**src/rtl/task2.sv**
```systemverilog
// rtl/task2.sv - ARC4 key-scheduling top: identity fill then in-place KSA on a 256x8 state RAM

// Innermost storage array; the read address is sampled on the clock, so q trails it by one cycle
module task2_ram_core (
    input  logic       clk,
    input  logic [7:0] address,
    input  logic [7:0] data,
    input  logic       wren,
    output logic [7:0] q
);
    logic [7:0] mem_data [0:255];

    // Write on enable; always read the addressed word into q (old data on a same-address write)
    always_ff @(posedge clk) begin
        if (wren) begin
            mem_data[address] <= data;
        end
        q <= mem_data[address];
    end
endmodule

// Wrapper layer so the array sits at the same hierarchical path as the vendor RAM model
module task2_ram_default (
    input  logic       clk,
    input  logic [7:0] address,
    input  logic [7:0] data,
    input  logic       wren,
    output logic [7:0] q
);
    task2_ram_core altsyncram_inst (
        .clk     (clk),
        .address (address),
        .data    (data),
        .wren    (wren),
        .q       (q)
    );
endmodule

// Wrapper layer standing in for the altsyncram component
module task2_ram_component (
    input  logic       clk,
    input  logic [7:0] address,
    input  logic [7:0] data,
    input  logic       wren,
    output logic [7:0] q
);
    task2_ram_default m_default (
        .clk     (clk),
        .address (address),
        .data    (data),
        .wren    (wren),
        .q       (q)
    );
endmodule

// Single-port 256x8 state memory
module task2_s_mem (
    input  logic       clock,
    input  logic [7:0] address,
    input  logic [7:0] data,
    input  logic       wren,
    output logic [7:0] q
);
    task2_ram_component altsyncram_component (
        .clk     (clock),
        .address (address),
        .data    (data),
        .wren    (wren),
        .q       (q)
    );
endmodule

module task2 (
    input  logic       CLOCK_50,
    input  logic [3:0] KEY,
    input  logic [9:0] SW,
    output logic [6:0] HEX0,
    output logic [6:0] HEX1,
    output logic [6:0] HEX2,
    output logic [6:0] HEX3,
    output logic [6:0] HEX4,
    output logic [6:0] HEX5,
    output logic [9:0] LEDR
);
    typedef enum logic [3:0] {
        ST_INIT,
        ST_RD_I,
        ST_WAIT_I,
        ST_CALC_J,
        ST_RD_J,
        ST_WAIT_J,
        ST_WR_J,
        ST_WR_I,
        ST_FIN,
        ST_DONE
    } state_t;

    logic        rst_n;
    state_t      state;
    logic [7:0]  i;
    logic [7:0]  j;
    logic [7:0]  si;
    logic [7:0]  sj;
    logic [1:0]  kidx;
    logic [23:0] key;
    logic [7:0]  addr;
    logic [7:0]  wdata;
    logic        wren;
    logic        done;
    logic [7:0]  q;
    logic [7:0]  kbyte;
    logic        unused_keys;

    assign rst_n       = KEY[3];
    assign unused_keys = &{1'b0, KEY[2:0]};

    assign HEX0 = 7'h7F;
    assign HEX1 = 7'h7F;
    assign HEX2 = 7'h7F;
    assign HEX3 = 7'h7F;
    assign HEX4 = 7'h7F;
    assign HEX5 = 7'h7F;
    assign LEDR = {9'b0, done};

    task2_s_mem s (
        .clock   (CLOCK_50),
        .address (addr),
        .data    (wdata),
        .wren    (wren),
        .q       (q)
    );

    // Key byte for the current i mod 3; bytes are taken most-significant first
    always_comb begin
        kbyte = key[7:0];
        case (kidx)
            2'd0:    kbyte = key[23:16];
            2'd1:    kbyte = key[15:8];
            default: kbyte = key[7:0];
        endcase
    end

    // Sequencer: identity fill, then one read-read-write-write swap per i; all RAM controls registered
    always_ff @(posedge CLOCK_50 or negedge rst_n) begin
        if (!rst_n) begin
            state <= ST_INIT;
            i     <= 8'd0;
            j     <= 8'd0;
            si    <= 8'd0;
            sj    <= 8'd0;
            kidx  <= 2'd0;
            key   <= 24'd0;
            addr  <= 8'd0;
            wdata <= 8'd0;
            wren  <= 1'b0;
            done  <= 1'b0;
        end else begin
            case (state)
                ST_INIT: begin
                    // wren is still low only on the first cycle after reset: latch the key once
                    if (!wren) begin
                        key <= {14'd0, SW};
                    end
                    addr  <= i;
                    wdata <= i;
                    wren  <= 1'b1;
                    i     <= i + 8'd1;
                    if (i == 8'hFF) begin
                        state <= ST_RD_I;
                    end
                end
                ST_RD_I: begin
                    // The previous iteration's s[i] write lands on this same edge
                    addr  <= i;
                    wren  <= 1'b0;
                    state <= ST_WAIT_I;
                end
                ST_WAIT_I: begin
                    state <= ST_CALC_J;
                end
                ST_CALC_J: begin
                    si    <= q;
                    j     <= j + q + kbyte;
                    state <= ST_RD_J;
                end
                ST_RD_J: begin
                    addr  <= j;
                    state <= ST_WAIT_J;
                end
                ST_WAIT_J: begin
                    state <= ST_WR_J;
                end
                ST_WR_J: begin
                    sj    <= q;
                    addr  <= j;
                    wdata <= si;
                    wren  <= 1'b1;
                    state <= ST_WR_I;
                end
                ST_WR_I: begin
                    addr  <= i;
                    wdata <= sj;
                    wren  <= 1'b1;
                    i     <= i + 8'd1;
                    kidx  <= (kidx == 2'd2) ? 2'd0 : kidx + 2'd1;
                    state <= (i == 8'hFF) ? ST_FIN : ST_RD_I;
                end
                ST_FIN: begin
                    wren  <= 1'b0;
                    done  <= 1'b1;
                    state <= ST_DONE;
                end
                default: begin
                    wren  <= 1'b0;
                    state <= ST_DONE;
                end
            endcase
        end
    end
endmodule

```
**config.mk**
```make
export PLATFORM = sky130hd
export DESIGN_NAME = task2
export DESIGN_NICKNAME = d
export VERILOG_FILES = /design/src/rtl/task2.sv
export SDC_FILE = /design/constraint.sdc
export NUM_CORES = 1
export LEC_CHECK = 0
export ABC_CLOCK_PERIOD_IN_PS = 1700
export CAP_MARGIN = 30
export CORE_AREA = 2 2 73 54
export DETAILED_ROUTE_END_ITERATION = 8
export DIE_AREA = 0 0 75 56
export PLACE_DENSITY = 0.68
export RECOVER_POWER = 25
export SLEW_MARGIN = 20
export SYNTH_ARGS = -nofsm -noshare
export SYNTH_HDL_FRONTEND = slang
export SYNTH_SLANG_ARGS = --single-unit
```
**constraint.sdc**
```tcl
create_clock -name CLOCK_50 -period 1.7 [get_ports CLOCK_50]
set_input_delay 0.34 -clock CLOCK_50 [delete_from_list [all_inputs] [get_ports CLOCK_50]]
set_output_delay 0.34 -clock CLOCK_50 [all_outputs]
set_load 0.05 [all_outputs]
```
==> flow_metrics.env, run 1 <==
export IMPL_via_count=537
export IMPL_dp_cells=162
export IMPL_yosys_area_top_type="buf_4"
export IMPL_critical_path_top_delay_family="simple AND/OR/NAND/NOR gates"
export IMPL_io_pins=67
export IMPL_synth_seq_cells=13
export IMPL_critical_path_required_ps=1860
export IMPL_dp_hpwl_microns=998
export IMPL_synth_fa_ha_area_share_pct=1.23
export IMPL_min_path_type="input pin to async pin"
export IMPL_synthTopCellsByArea="buf_4 38%, dfrtp_1 32%, xor2_1 4.3%"
export IMPL_synth_top_area_share_pct=38.4
export IMPL_cts_sinks=13
export IMPL_fin_nets=133
export IMPL_grt_start_max_net_pins=9
export IMPL_synth_distinct_cells=24
export IMPL_start_kind="flop"
export IMPL_synthSimpleGateAreaFrac_pct=9.72
export IMPL_cp_end_kind="flop"
export IMPL_cp_cell_sequence="or3_4 -> a211o_1 -> nor2_2 -> xor2_1"
export IMPL_slew_violations=0
export IMPL_wire_per_inst_microns=7.33
export IMPL_synth_top_family_by_area="buffers and inverters"
export IMPL_synth_mux_area_share_pct=0.984
export IMPL_wl_microns=1220
export IMPL_cp_max_fo=4
export IMPL_first_pass_iters=4
export IMPL_layout_min_cycle_time_ps=1510
export IMPL_ctsResizeCount=0
export IMPL_status="finished, final reports clean"
export IMPL_fp_dieW_microns=75
export IMPL_period_share_pct=88.7
export IMPL_instances_no_fill=166
export IMPL_critical_path_buf_inv_count=0
export IMPL_insertion_delay_ps=240
export IMPL_drt_initial_drc_count=16
export IMPL_slowest_delay_ps=420
export IMPL_synth_warnings=0
export IMPL_finalSetupViolations=0
export IMPL_synth_compound_area_share_pct=6.64
export IMPL_critical_path_class="flop to flop"
export IMPL_cts_tree="done"
export IMPL_cap_viol_max_count=0
export IMPL_yosysSeqAreaShare_pct=32.0
export IMPL_cts_max_level=1
export IMPL_grt_overflow=0
export IMPL_fmax_ghz=0.663
export IMPL_cts_buffers=3
export IMPL_die_y_microns=56
export IMPL_cts_hold_buf=0
export IMPL_drtAntennaViolNets=0
export IMPL_start_util_pct=29.5
export IMPL_power_density_nw_per_um2=872
export IMPL_drive_above_1_share_pct=12.1
export IMPL_antenna_found_initial=0
export IMPL_p_leak_nw=0.479
export IMPL_reg2reg_depth=4
export IMPL_rows=18
export IMPL_clk_pin_slew_ps=50
export IMPL_via_per_inst=3.23
export IMPL_slowest_stage="or3_4"
export IMPL_numPortBuffers=2
export IMPL_ir_drop_mv=0.335
export IMPL_hold_violations=0
export IMPL_holdWs_ps=419
export IMPL_grt_pass1_vias=458
export IMPL_cts_root_buf="clkbuf_8"
export IMPL_skew_ps=0.851
export IMPL_grt_pass1_wl_microns=2040
export IMPL_die_area_sq_um=4200
export IMPL_synth_cells=111
export IMPL_diodes=0
export IMPL_tns_ps=0
export IMPL_synth_xor_area_share_pct=7.75
export IMPL_syn_to_final_growth_pct=-6.52
export IMPL_grt_setup_unrepaired="no"
export IMPL_grt_use_total_pct=6.54
export IMPL_gp_congestion=0.785
export IMPL_worst_path_stages=4
export IMPL_core_sq_um=3450
export IMPL_postCtsSetupBuffers=0
export IMPL_drc=0
export IMPL_postLayoutCoreUtil_pct=27.6
export IMPL_synth_area_sq_um=1020
export IMPL_cp_arrival_ps=1670
export IMPL_postSynthAreaPerCell_sq_um=9.16
export IMPL_cts_path_max_buffers=2
path summary, 6_finish.rpt:
kind	startpoint	slack (ps)	to
worst max-delay path	state[1]	190	i[3]
worst min-delay path	KEY[3]	420	i[2]
worst max register to register	state[1]	190	i[3]
worst min register to register	i[7]	470	i[7]
max in group asynchronous	KEY[3]	880	state[3]
min in group CLOCK_50	i[7]	470	i[7]
report_power, final:
group | leakage (nW) | internal [mW] | total (mW) | switching (mW)
clock | 0.0228 | 0.165 | 0.265 | 0.100
sequential | 0.167 | 0.310 | 0.310 | 0
combinational | 0.289 | 0.00306 | 0.254 | 0.251
worst register-to-register path: cells and delay by family (launching register included):
family / cells / cell delay [ps]
AOI/OAI and AO/OA: 1 / 370
xor gates and xnor gates: 1 / 160
DFF: 1 / 370
and+or+nand+nor: 2 / 530
per-layer routing:
layer  vias up  GRT usage, %  share of wire, %
met5         -             0                 0
met4         0          3.57               1.6
met3         2          3.26               8.0
met2        23          8.27                45
met1       251          8.82                45
li1        261             -                 -
cells by family after synthesis:
group | after synthesis
mux | 1
buf+inv | 57
flops | 13
other cells | 2
simple gates | 18
xor+xnor | 9
fa+ha+maj | 1
compound gates | 10
layout by cell type, fill, tap and decap left out, drive strengths merged:
cell type and count:
ha 1, nand3 3, o32ai 2, or2 1, nand2 5, a21oi 4
xor2 5, dlygate4sd3 1, xnor2 4, mux2i 1, clkbuf 4, inv 3
or3 1, conb 51, o21bai 1, o21ai 2, dfrtp 13, nand4 2
and4 1, buf 5, a211o 1, nor2 5
layout make-up:
cell class | instances | area [sq um]
fill | 380 | 2490
clock buffer | 4 | 45.0
sequential | 13 | 325
inverter | 3 | 11.3
multi-input combinational | 90 | 459
tap | 50 | 62.6
timing repair buffer | 6 | 47.5
Yosys cell counts, drive strengths merged:
cell type,count
buf,53
dfrtp,13
nand2,5
nor2,5
xor2,5
a21oi,4
xnor2,4
inv,3
nand3,3
conb,2
nand4,2
o21ai,2
o32ai,2
a211o,1
and4,1
clkbuf,1
ha,1
mux2i,1
o21bai,1
or2,1
or3,1
state kept, by name, indices dropped and copies added (netlist names):
name / cells
done: 1
i: 8
state: 4
metrics by stage:
step | power, mW | setup WS (ps) | cell area (sq um)
finish | 0.829 | 191 | 951
global placement | 0.568 | 206 | 906
detailed placement | 0.568 | 206 | 906
CTS | 0.835 | 186 | 951
floorplan | 0.651 | 169 | 1200
global route | 0.873 | 128 | 951
Note: power is estimated with default switching activity, not from simulation.
==> inputs of run 2 (changes only) <==
--- a/config.mk
+++ b/config.mk
@@ -10,6 +10,7 @@
 export CORE_AREA = 2 2 73 54
 export DETAILED_ROUTE_END_ITERATION = 8
 export DIE_AREA = 0 0 75 56
+export HOLD_SLACK_MARGIN = 0.15
 export PLACE_DENSITY = 0.68
 export RECOVER_POWER = 25
 export SLEW_MARGIN = 20
==> results of run 2 <==
Same layout as run 1: the final DEF is identical, and so are final timing and power.
==> inputs of run 3 (changes only) <==
--- a/config.mk
+++ b/config.mk
@@ -8,6 +8,7 @@
 export ABC_CLOCK_PERIOD_IN_PS = 1700
 export CAP_MARGIN = 30
 export CORE_AREA = 2 2 73 54
+export CTS_CLUSTER_DIAMETER = 40
 export DETAILED_ROUTE_END_ITERATION = 8
 export DIE_AREA = 0 0 75 56
 export HOLD_SLACK_MARGIN = 0.15
==> results of run 3 <==
Same layout as run 1: the final DEF is identical, and so are final timing and power.
